`src/rtl/pipe_stage_rv.sv`:
```
// pipe_stage_rv: elastic valid/ready register chain of DEPTH slices carrying a
// DATA_W-bit payload. The combinational ready chain lets a bubble anywhere in
// the chain be filled, even while the output is back-pressured. The chain also
// provides a global flush, a stall freeze and an occupancy count.
//
// Optional build macro PIPE_STAGE_RV_SKID_EN adds a one-entry skid buffer in
// front of slice 0. With the skid buffer, in_ready depends only on registered
// state plus the stall/flush/rst controls, and total capacity becomes DEPTH+1.
module pipe_stage_rv #(
    parameter int DATA_W = 32,
    parameter int DEPTH  = 1
) (
    input  logic                       clk,
    input  logic                       rst,
    input  logic                       flush,
    input  logic                       stall,
    input  logic                       in_valid,
    output logic                       in_ready,
    input  logic [DATA_W-1:0]          in_data,
    output logic                       out_valid,
    input  logic                       out_ready,
    output logic [DATA_W-1:0]          out_data,
    output logic [$clog2(DEPTH+2)-1:0] count
);

    localparam int CNT_W = $clog2(DEPTH + 2);

    // Slice state; slice 0 is on the input side, slice DEPTH-1 drives the output.
    logic [DEPTH-1:0]  vld_q;
    logic [DEPTH-1:0]  vld_d;
    logic [DATA_W-1:0] dat_q [DEPTH];
    logic [DATA_W-1:0] dat_d [DEPTH];
    logic [CNT_W-1:0]  count_q;
    logic [CNT_W-1:0]  count_d;

    // rdy[i]: slice i may load this cycle (it is empty or its content moves on).
    logic [DEPTH-1:0]  rdy;
    logic              in_fire;
    logic              out_fire;

    // Source feeding slice 0: either the skid entry or the input port.
    logic              src_vld;
    logic [DATA_W-1:0] src_dat;

`ifdef PIPE_STAGE_RV_SKID_EN
    logic              skid_vld_q;
    logic              skid_vld_d;
    logic [DATA_W-1:0] skid_dat_q;
    logic [DATA_W-1:0] skid_dat_d;
`endif

    // Ready chain: a slice is ready if any slice at or after it is empty, or
    // the downstream consumer takes the last slice. The bubble flag is
    // accumulated in a local variable so that no signal feeds back on itself.
    always_comb begin
        logic bubble;
        bubble = 1'b0;
        rdy    = '0;
        for (int i = DEPTH - 1; i >= 0; i--) begin
            bubble = bubble | ~vld_q[i];
            rdy[i] = bubble | out_ready;
        end
    end

    // Handshake outputs. Stall, flush and reset mask both sides so that no
    // transfer can happen while the chain is frozen or being cleared.
    always_comb begin
`ifdef PIPE_STAGE_RV_SKID_EN
        in_ready  = ~skid_vld_q & ~stall & ~flush & ~rst;
`else
        in_ready  = rdy[0] & ~stall & ~flush & ~rst;
`endif
        out_valid = vld_q[DEPTH-1] & ~stall & ~flush & ~rst;
        out_data  = out_valid ? dat_q[DEPTH-1] : '0;
        in_fire   = in_valid & in_ready;
        out_fire  = out_valid & out_ready;
        count     = rst ? '0 : count_q;
    end

    // Slice 0 source select: a waiting skid entry has priority over new input,
    // which keeps the payload order strictly FIFO.
    always_comb begin
`ifdef PIPE_STAGE_RV_SKID_EN
        src_vld = skid_vld_q | in_fire;
        src_dat = skid_vld_q ? skid_dat_q : in_data;
`else
        src_vld = in_fire;
        src_dat = in_data;
`endif
    end

    // Chain next state: flush zeroes everything, stall holds everything,
    // otherwise each ready slice takes its upstream neighbour. An invalid
    // source clears the valid bit and leaves the data register untouched.
    always_comb begin
        vld_d = vld_q;
        dat_d = dat_q;
        if (flush) begin
            vld_d = '0;
            for (int i = 0; i < DEPTH; i++) begin
                dat_d[i] = '0;
            end
        end else if (!stall) begin
            if (rdy[0]) begin
                vld_d[0] = src_vld;
                if (src_vld) begin
                    dat_d[0] = src_dat;
                end
            end
            for (int i = 1; i < DEPTH; i++) begin
                if (rdy[i]) begin
                    vld_d[i] = vld_q[i-1];
                    if (vld_q[i-1]) begin
                        dat_d[i] = dat_q[i-1];
                    end
                end
            end
        end
    end

    // Occupancy: +1 on an input transfer, -1 on an output transfer, and
    // unchanged when both or neither occur. Both fires are already masked
    // by stall and flush.
    always_comb begin
        count_d = count_q;
        if (flush) begin
            count_d = '0;
        end else begin
            case ({in_fire, out_fire})
                2'b10:   count_d = count_q + CNT_W'(1);
                2'b01:   count_d = count_q - CNT_W'(1);
                default: count_d = count_q;
            endcase
        end
    end

`ifdef PIPE_STAGE_RV_SKID_EN
    // Skid next state: capture an accepted payload that slice 0 cannot take,
    // and release the entry once slice 0 loads from it.
    always_comb begin
        skid_vld_d = skid_vld_q;
        skid_dat_d = skid_dat_q;
        if (flush) begin
            skid_vld_d = 1'b0;
            skid_dat_d = '0;
        end else if (!stall) begin
            if (skid_vld_q && rdy[0]) begin
                skid_vld_d = 1'b0;
            end else if (in_fire && !rdy[0]) begin
                skid_vld_d = 1'b1;
                skid_dat_d = in_data;
            end
        end
    end

    // Skid register; reset clears both the flag and the held payload.
    always_ff @(posedge clk) begin
        if (rst) begin
            skid_vld_q <= 1'b0;
            skid_dat_q <= '0;
        end else begin
            skid_vld_q <= skid_vld_d;
            skid_dat_q <= skid_dat_d;
        end
    end
`endif

    // Slice and count registers; reset clears valid bits, data and count.
    always_ff @(posedge clk) begin
        if (rst) begin
            vld_q   <= '0;
            count_q <= '0;
            for (int i = 0; i < DEPTH; i++) begin
                dat_q[i] <= '0;
            end
        end else begin
            vld_q   <= vld_d;
            count_q <= count_d;
            for (int i = 0; i < DEPTH; i++) begin
                dat_q[i] <= dat_d[i];
            end
        end
    end

endmodule

```
`config.mk`:
```
export PLATFORM = sky130hd
export DESIGN_NAME = pipe_stage_rv
export DESIGN_NICKNAME = d
export VERILOG_FILES = /design/src/rtl/pipe_stage_rv.sv
export SDC_FILE = /design/constraint.sdc
export NUM_CORES = 1
export LEC_CHECK = 0
export CAP_MARGIN = 20
export CORE_AREA = 10 10 73 75
export DETAILED_ROUTE_END_ITERATION = 7
export DIE_AREA = 0 0 83 85
export PLACE_DENSITY = 0.85
export SYNTH_ARGS = -nofsm -noshare
export SYNTH_HDL_FRONTEND = slang
export SYNTH_SLANG_ARGS = --single-unit
```
`constraint.sdc`:
```
create_clock -name clk -period 6.4 [get_ports clk]
set_input_delay 1.28 -clock clk [delete_from_list [all_inputs] [get_ports clk]]
set_output_delay 1.28 -clock clk [all_outputs]
set_load 0.01 [all_outputs]
```
==> results.sh, run 1 <==
export IMPL_crit_slowest_cell="nor3b_4"
export IMPL_tightest_slew_ps=973.4
export IMPL_skew_ps=5.771
export IMPL_syn_nets=245
export IMPL_maxSlewHeadroom_pct=35.04
export IMPL_grt_use_total_pct=12.86
export IMPL_setup_tns_ps=0
export IMPL_port_buffers=73
export IMPL_cp_max_fo=38
export IMPL_areaGrowthSynthToFinish_pct=51.44
export IMPL_synth_seq_cells=35
export IMPL_fin_area_mm2=0.002505
export IMPL_hold_class="flop to flop"
export IMPL_cts_buffers=5
export IMPL_setup_viol=0
export IMPL_core_area_mm2=0.003914
export IMPL_place_congestion=0.7285
export IMPL_clk_insertion_delay_late_ps=280
export IMPL_holdBufCountCts=0
export IMPL_outcome="completed"
export IMPL_final_common_cell="clkdlybuf4s50_1"
export IMPL_cp_required_ps=5120
export IMPL_cts_htree_levels=2
export IMPL_netlist_area_mm2=0.001654
export IMPL_drt_iter0_drc=93
export IMPL_rsz0062_at_grt="false"
export IMPL_clk_pin_slew_ps=70
export IMPL_antenna_found_initial=0
export IMPL_dieHeight_um=85
export IMPL_seqCellArea_um2=700.7
export IMPL_period_needed_ps=5042
export IMPL_place_ws_ps=1300
export IMPL_placed_area_mm2=0.002360
export IMPL_routed_wl_mm=4.735
export IMPL_layout_drive_gt1_share_pct=5.556
export IMPL_max_stage_delay_ps=840
export IMPL_max_clock_freq_mhz=198.3
export IMPL_vdd_drop_max_v=0.0001252
export IMPL_grt_pass1_vias=1602
export IMPL_final_cells=320
export IMPL_die_area_mm2=0.007055
export IMPL_path_cells="clkdlybuf4s50_1 > or2_4 > nor3b_4 > and2_1 > clkdlybuf4s50_1"
export IMPL_dpl_cell_count=311
export IMPL_post_cts_buffers=0
export IMPL_clockRootBuffer="clkbuf_8"
export IMPL_rows=23
export IMPL_grt_pass1_wl_mm=7.755
export IMPL_ios=74
export IMPL_fin_util_pct=64.00
export IMPL_diodes=0
export IMPL_power_density_mw_per_mm2=191.2
export IMPL_fin_ws_ps=1358
export IMPL_maxSlewViolCount=0
export IMPL_synth_cells=206
export IMPL_cts_tree="done"
export IMPL_num_nets_final=308
export IMPL_die_x_um=83
export IMPL_grt_overflow_total=0
export IMPL_critical_path_class="primary input to primary output"
export IMPL_start_kind="primary input"
export IMPL_max_cap_viol_count=0
export IMPL_leakage_nw=0.8694
export IMPL_cts_repair_resized=0
export IMPL_drc=0
export IMPL_hpwl_mm=3.330
export IMPL_avgRoutedWirePerCell_um=14.80
export IMPL_multi_input_area_um2=832.0
export IMPL_clock_path_buffers=2
export IMPL_syn_area_per_cell_um2=8.030
export IMPL_synth_distinct_cells=23
export IMPL_firstDrtPassIters=4
export IMPL_hold_viol=0
export IMPL_fillerInstances=366
export IMPL_ys_warnings_count=0
export IMPL_initial_core_util_pct=42.26
export IMPL_clkSinkCount=35
export IMPL_via_per_inst=5.194
export IMPL_drtAntennaViolNets=0
export IMPL_ys_seq_area_share_pct=42.36
export IMPL_crit_top_cell="clkdlybuf4s50_1"
export IMPL_grt_max_degree=39
export IMPL_mostFrequentLayoutCells="clkdlybuf4s50_1 (73), dfxtp_1 (35), a21oi_1 (34), and2_1 (33), nand3_1 (32)"
export IMPL_cp_arrival_ps=3760
export IMPL_end_kind="primary output"
export IMPL_vias=1662
export IMPL_post_route_period_util_pct=78.79
worst paths after layout:
| kind | from | endpoint | slack (ps) | depth (start not counted) |
|---|---|---|---|---|
| hold reg to reg | dat_q[27] | dat_q[27] | 470 | 2 |
| setup reg to reg | vld_q | count_q[1] | 4140 | 5 |
| hold / removal | dat_q[27] | dat_q[27] | 470 | 2 |
| setup / recovery | rst | out_data[11] | 1360 | 5 |
synth_stat cells (all sizes together):
cell type  count  area share, %
dfxtp         35             42
or2            1           0.53
xnor2          1           0.53
and2          33             12
a21oi         34             10
nor2b          2           0.76
nand2          1           0.23
ha             1           0.76
buf           19            6.8
and2b          2           0.91
nor3b          1            1.1
inv            1           0.23
nand3         32            9.7
clkbuf         2           0.45
nand2b         2           0.76
nor2           1           0.23
nor3           1           0.30
o21ai         34             10
or3            2           0.76
xor2           1           0.53
power by group:
group	total, mW	switching, mW	internal (mW)	leakage (nW)
sequential	0.224	0.00204	0.222	0.284
clock	0.203	0.0774	0.126	0.0612
combinational	0.0511	0.0220	0.0292	0.525
total	0.479	0.101	0.378	0.869
critical path, delay by kind of cell:
kind                   cells  cell delay, ps
AND/OR/NAND/NOR            3            1470
buffers and inverters      2             990
registers in the layout (all words and copies together), names as in the netlist:
signal / flops
dat_q: 32
vld_q: 1
count_q: 2
layout make-up:
cell class	count	area share [%]
timing repair buffer	77	31.47
sequential	35	27.97
inverter	1	0.1499
multi-input combinational	149	33.22
tap	50	2.498
clock inverter	2	1.399
clock buffer	6	3.297
per-stage QoR:
stage / hold slack (ps) / power, mW
2_1_floorplan: 448.9 / 0.2514
6_report: 472.7 / 0.4790
3_3_place_gp: 456.7 / 0.2786
5_1_grt: 494.7 / 0.4974
4_1_cts: 474.4 / 0.4816
3_5_place_dp: 464.4 / 0.2799
metal layers:
| layer | global-route usage, % | vias to the layer above | wire length [um] |
|---|---|---|---|
| met1 | 14.50 | 763 | 1934 |
| met2 | 21.70 | 59 | 2391 |
| li1 | - | 835 | - |
| met4 | 3.251 | 0 | 34 |
| met3 | 5.641 | 5 | 375 |
| met5 | 0 | - | 0 |
logic make-up after synthesis:
group | after synthesis | synth area share (%)
compound gates | 68 | 20.57
xor+xnor | 2 | 1.059
fa+ha+maj | 1 | 0.7563
buf+inv | 22 | 7.488
flops | 35 | 42.36
simple gates | 78 | 27.76
(Power assumes the default switching activity.)
==> run 2, diff against run 1 <==
- CORE_AREA: 10 10 73 75 -> 10 10 78 80
- DIE_AREA: 0 0 83 85 -> 0 0 88 90
- PLACE_DENSITY: 0.85 -> 0.78
- clock period: 6.4 -> 4.56 ns (I/O delays scaled with it)
==> results.sh, run 2 (synthesis results as in run 1) <==
export IMPL_num_nets_final=310
export IMPL_swShare_pct=22.44
export IMPL_core_area_mm2=0.004598
export IMPL_fin_area_mm2=0.002467
export IMPL_period_needed_ps=3745
export IMPL_firstDrtPassIters=4
export IMPL_setup_tns_ps=0
export IMPL_post_route_period_util_pct=82.12
export IMPL_grt_pass1_vias=1698
export IMPL_setup_viol=0
export IMPL_crit_reg2reg_capture="count_q[1]"
export IMPL_initial_core_util_pct=35.97
export IMPL_pwr_share_clk_pct=36.3
export IMPL_clock_path_buffers=2
export IMPL_clockRootBuffer="clkbuf_8"
export IMPL_largest_reg_flops=32
export IMPL_cp_max_fo=34
export IMPL_clk_pin_slew_ps=60
export IMPL_avgRoutedWirePerCell_um=15.32
export IMPL_hold_path_end="dat_q[29]"
export IMPL_grt_pass1_wl_mm=8.031
export IMPL_antenna_found_initial=0
export IMPL_rows=25
export IMPL_diodes=0
export IMPL_drtAntennaViolNets=0
export IMPL_skew_ps=2.235
export IMPL_end_kind="primary output"
export IMPL_start_kind="primary input"
export IMPL_maxSlewHeadroom_pct=58.04
export IMPL_grt_overflow_total=0
export IMPL_mostFrequentLayoutCells="clkdlybuf4s50_1 (73), dfxtp_1 (35), a21oi_1 (34), and2_1 (33), nand3_1 (32)"
export IMPL_pwr_share_seq_pct=51.9
export IMPL_clk_insertion_delay_late_ps=280
export IMPL_drc=0
export IMPL_max_stage_delay_ps=540
export IMPL_areaGrowthSynthToFinish_pct=49.17
export IMPL_maxSlewViolCount=0
export IMPL_place_congestion=0.7160
export IMPL_cts_htree_levels=2
export IMPL_rsz0062_at_grt="false"
export IMPL_path_cells="clkdlybuf4s50_1 > or2_4 > nor3b_4 > buf_4 > and2_1 > clkdlybuf4s50_1"
export IMPL_die_area_mm2=0.007920
export IMPL_p_int_uw=471.1
export IMPL_cts_buffers=5
export IMPL_top_register="dat_q"
export IMPL_drt_iter0_drc=55
export IMPL_critical_path_class="primary input to primary output"
export IMPL_port_buffers=73
export IMPL_layout_drive_gt1_share_pct=5.904
export IMPL_crit_family="buffers and inverters"
export IMPL_final_cells=325
export IMPL_min_path_cells=2
export IMPL_crit_buf_inv=3
export IMPL_post_cts_buffers=0
export IMPL_grt_use_total_pct=12.12
export IMPL_via_per_inst=5.163
export IMPL_top_regs="dat_q (32), count_q (2), vld_q (1)"
export IMPL_p_sw_uw=136.3
export IMPL_vdd_drop_max_v=0.0001177
export IMPL_outcome="completed"
export IMPL_grt_max_degree=38
export IMPL_holdBufCountCts=0
export IMPL_leakage_nw=0.8557
export IMPL_cp_arrival_ps=2830
export IMPL_die_x_um=88
export IMPL_hold_start="dat_q[29]"
export IMPL_vias=1678
export IMPL_placed_area_mm2=0.002380
export IMPL_crit_slowest_cell="clkdlybuf4s50_1"
export IMPL_crit_start="rst"
export IMPL_dieHeight_um=90
export IMPL_max_cap_viol_count=0
export IMPL_dpl_cell_count=318
export IMPL_clkSinkCount=35
export IMPL_routed_wl_mm=4.979
export IMPL_r2r_setup_slack_ps=2510
export IMPL_pwr_share_comb_pct=11.9
export IMPL_cp_required_ps=3650
export IMPL_power_density_mw_per_mm2=246.2
export IMPL_hpwl_mm=3.461
export IMPL_final_common_cell="clkdlybuf4s50_1"
export IMPL_cts_tree="done"
export IMPL_cts_repair_resized=0
export IMPL_max_clock_freq_mhz=267.0
export IMPL_hold_class="flop to flop"
export IMPL_hold_viol=0
export IMPL_reg2reg_depth=6
export IMPL_ios=74
export IMPL_crit_top_cell="clkdlybuf4s50_1"
export IMPL_worstReg2RegStart="vld_q"
export IMPL_tightest_slew_ps=626.6
-- run 2: tightest hold or removal path: stages, from the launching register on --
cell,delay (ps)
dfxtp_1,300
o21ai_0,60
a21oi_1,60
-- run 2: layout make-up --
cell class / count / area (um^2)
Sequential cell: 35 / 700.7
Timing Repair Buffer: 79 / 775.7
Clock inverter: 1 / 5.005
Clock buffer: 6 / 82.58
Inverter: 1 / 3.754
Multi-Input combinational cell: 149 / 832.0
Fill cell: 461 / 2131
Tap cell: 54 / 67.56
-- run 2: metal layers --
metal | global-route usage (%) | part of all wire [%]
met3 | 4.874 | 7.6
met5 | 0 | 0
met1 | 13.89 | 43
met2 | 20.08 | 48
met4 | 3.191 | 0.70
-- run 2: stage by stage --
| step | power, mW | setup slack, ps | hold WS [ps] | util, % |
|---|---|---|---|---|
| 2_1_floorplan | 0.3528 | 1872 | 448.9 | - |
| 3_3_place_gp | 0.3925 | 850.1 | 457.2 | 51.76 |
| 3_5_place_dp | 0.3940 | 809.5 | 463.9 | 51.76 |
| 4_1_cts | 0.6171 | 798.6 | 473.0 | 53.66 |
| 5_1_grt | 0.6363 | 722.4 | 492.4 | 53.66 |
| 6_report | 0.6074 | 815.1 | 469.5 | 53.66 |
-- run 2: worst max-delay path by stage --
stage / slack [ps] / endpoint / cells after the start
5_1_grt: 720 / out_data[3] / 6
2_1_floorplan: 1870 / out_data[21] / 4
4_1_cts: 800 / out_data[23] / 6
3_3_place_gp: 850 / out_data[2] / 6
3_5_place_dp: 810 / out_data[2] / 6
6_report: 820 / out_data[3] / 6
-- run 2: power by group through the flow --
stage                     Combinational (mW)  Clock (mW)  Sequential, mW
after floorplan                       0.0318           0           0.321
after global placement                0.0709           0           0.322
after detailed placement              0.0721           0           0.322
after CTS                             0.0725       0.230           0.315
after global routing                  0.0784       0.242           0.316
final                                 0.0721       0.220           0.315
==> run 3, diff against run 2 <==
- CORE_AREA: 10 10 78 80 -> 10 10 75 77
- DIE_AREA: 0 0 88 90 -> 0 0 85 87
- PLACE_DENSITY: 0.78 -> 0.81
- clock period: 4.56 -> 3.8 ns (I/O delays scaled with it)
==> results.sh, run 3 (synthesis results as in run 1) <==
export IMPL_outcome="completed"
export IMPL_dieHeight_um=87
export IMPL_final_common_cell="clkdlybuf4s50_1"
export IMPL_grt_pass1_vias=1643
export IMPL_hold_path_end="dat_q[27]"
export IMPL_drc=0
export IMPL_clkSinkCount=35
export IMPL_min_path_cells=2
export IMPL_crit_reg2reg_capture="count_q[1]"
export IMPL_holdBufCountCts=0
export IMPL_rows=24
export IMPL_die_x_um=85
export IMPL_max_clock_freq_mhz=292.8
export IMPL_cts_htree_levels=2
export IMPL_place_congestion=0.7218
export IMPL_pwr_share_seq_pct=52.6
export IMPL_hpwl_mm=3.403
export IMPL_firstDrtPassIters=4
export IMPL_diodes=0
export IMPL_hold_viol=0
export IMPL_routed_wl_mm=4.685
export IMPL_grt_max_degree=33
export IMPL_top_register="dat_q"
export IMPL_p_int_uw=552.2
export IMPL_clk_insertion_delay_late_ps=280
export IMPL_swShare_pct=23.07
export IMPL_vdd_drop_max_v=0.0001801
export IMPL_antenna_found_initial=0
export IMPL_port_buffers=73
export IMPL_core_area_mm2=0.004234
export IMPL_avgRoutedWirePerCell_um=14.37
export IMPL_period_needed_ps=3416
export IMPL_hold_class="flop to flop"
export IMPL_grt_overflow_total=0
export IMPL_maxSlewHeadroom_pct=56.25
export IMPL_clockRootBuffer="clkbuf_8"
export IMPL_final_cells=326
export IMPL_clk_pin_slew_ps=70
export IMPL_top_regs="dat_q (32), count_q (2), vld_q (1)"
export IMPL_post_cts_buffers=0
export IMPL_maxSlewViolCount=0
export IMPL_num_nets_final=312
export IMPL_power_density_mw_per_mm2=290.2
export IMPL_dpl_cell_count=318
export IMPL_drt_iter0_drc=128
export IMPL_ios=74
export IMPL_pwr_share_comb_pct=12.0
export IMPL_setup_tns_ps=0
export IMPL_clock_path_buffers=2
export IMPL_leakage_nw=0.8618
export IMPL_post_route_period_util_pct=89.89
export IMPL_mostFrequentLayoutCells="clkdlybuf4s50_1 (73), dfxtp_1 (35), a21oi_1 (34), and2_1 (33), nand3_1 (32)"
export IMPL_reg2reg_depth=6
export IMPL_max_cap_viol_count=0
export IMPL_layout_drive_gt1_share_pct=6.204
export IMPL_largest_reg_flops=32
export IMPL_grt_pass1_wl_mm=7.955
export IMPL_pwr_share_clk_pct=35.4
export IMPL_grt_use_total_pct=12.74
export IMPL_tightest_slew_ps=653.3
export IMPL_skew_ps=3.211
export IMPL_setup_viol=0
export IMPL_cts_buffers=5
export IMPL_hold_start="dat_q[27]"
export IMPL_initial_core_util_pct=39.07
export IMPL_start_kind="primary input"
export IMPL_drtAntennaViolNets=0
export IMPL_cp_required_ps=3040
export IMPL_cp_arrival_ps=2660
export IMPL_end_kind="primary output"
export IMPL_rsz0062_at_grt="false"
export IMPL_p_sw_uw=165.6
export IMPL_vias=1652
export IMPL_areaGrowthSynthToFinish_pct=49.55
export IMPL_worstReg2RegStart="vld_q"
export IMPL_r2r_setup_slack_ps=1830
export IMPL_cp_max_fo=18
export IMPL_die_area_mm2=0.007395
export IMPL_critical_path_class="primary input to primary output"
export IMPL_cts_tree="done"
export IMPL_cts_repair_resized=0
export IMPL_via_per_inst=5.067
==> run 3: changes by cell type in the layout (fill, tap and decap cells not counted), sizes merged <==
cell and delta:
buf +2, clkbuf +1
==> run 3: worst max-delay path: stages <==
cell and delay, ps:
clkdlybuf4s50_1 440, or2_4 330, nor3b_4 200, buf_4 220
and2_1 160, clkdlybuf4s50_1 540
==> run 3: routing by layer <==
metal / vias up / part of all wire [%] / global-route usage [%]
met5: - / 0 / 0
met4: 0 / 0.62 / 3.593
met3: 4 / 8.9 / 6.180
met2: 57 / 47 / 19.75
met1: 750 / 43 / 15.25
li1: 841 / - / -
==> run 3: power by group through the flow <==
stage / clock network (mW) / logic [mW] / registers, mW
after floorplan: 0 / 0.0382 / 0.385
after global placement: 0 / 0.0857 / 0.386
after detailed placement: 0 / 0.0861 / 0.386
after CTS: 0.264 / 0.0866 / 0.378
after global routing: 0.281 / 0.0942 / 0.379
final: 0.254 / 0.0858 / 0.378
==> run 3: layout make-up <==
type                       count  area, um^2
clock buffer                   7       76.32
sequential                    35       700.7
tap                           52       65.06
timing repair buffer          81       790.8
multi-input combinational    149       832.0
clock inverter                 1       5.005
inverter                       1       3.754
fill                         397        1760
==> run 3: metrics by stage <==
stage                     hold slack [ps]  setup WS (ps)  instance area [um^2]  util, %  power (mW)
after CTS                           475.7          375.9                  2474    58.42      0.7282
final                               470.4          384.4                  2474    58.42      0.7178
after global routing                500.6          290.1                  2474    58.42      0.7537
after detailed placement            465.1          380.0                  2392    56.50      0.4724
after global placement              457.6          409.1                  2392    56.50      0.4719
after floorplan                     448.9           1416                  1654        -      0.4234
==> run 3: worst max path at each step <==
stage | startpoint | end | slack (ps)
after global routing | rst | out_data[20] | 290
after global placement | rst | out_data[20] | 410
after floorplan | flush | out_data[21] | 1420
final | rst | out_data[20] | 380
after detailed placement | rst | out_data[20] | 380
after CTS | rst | out_data[28] | 380
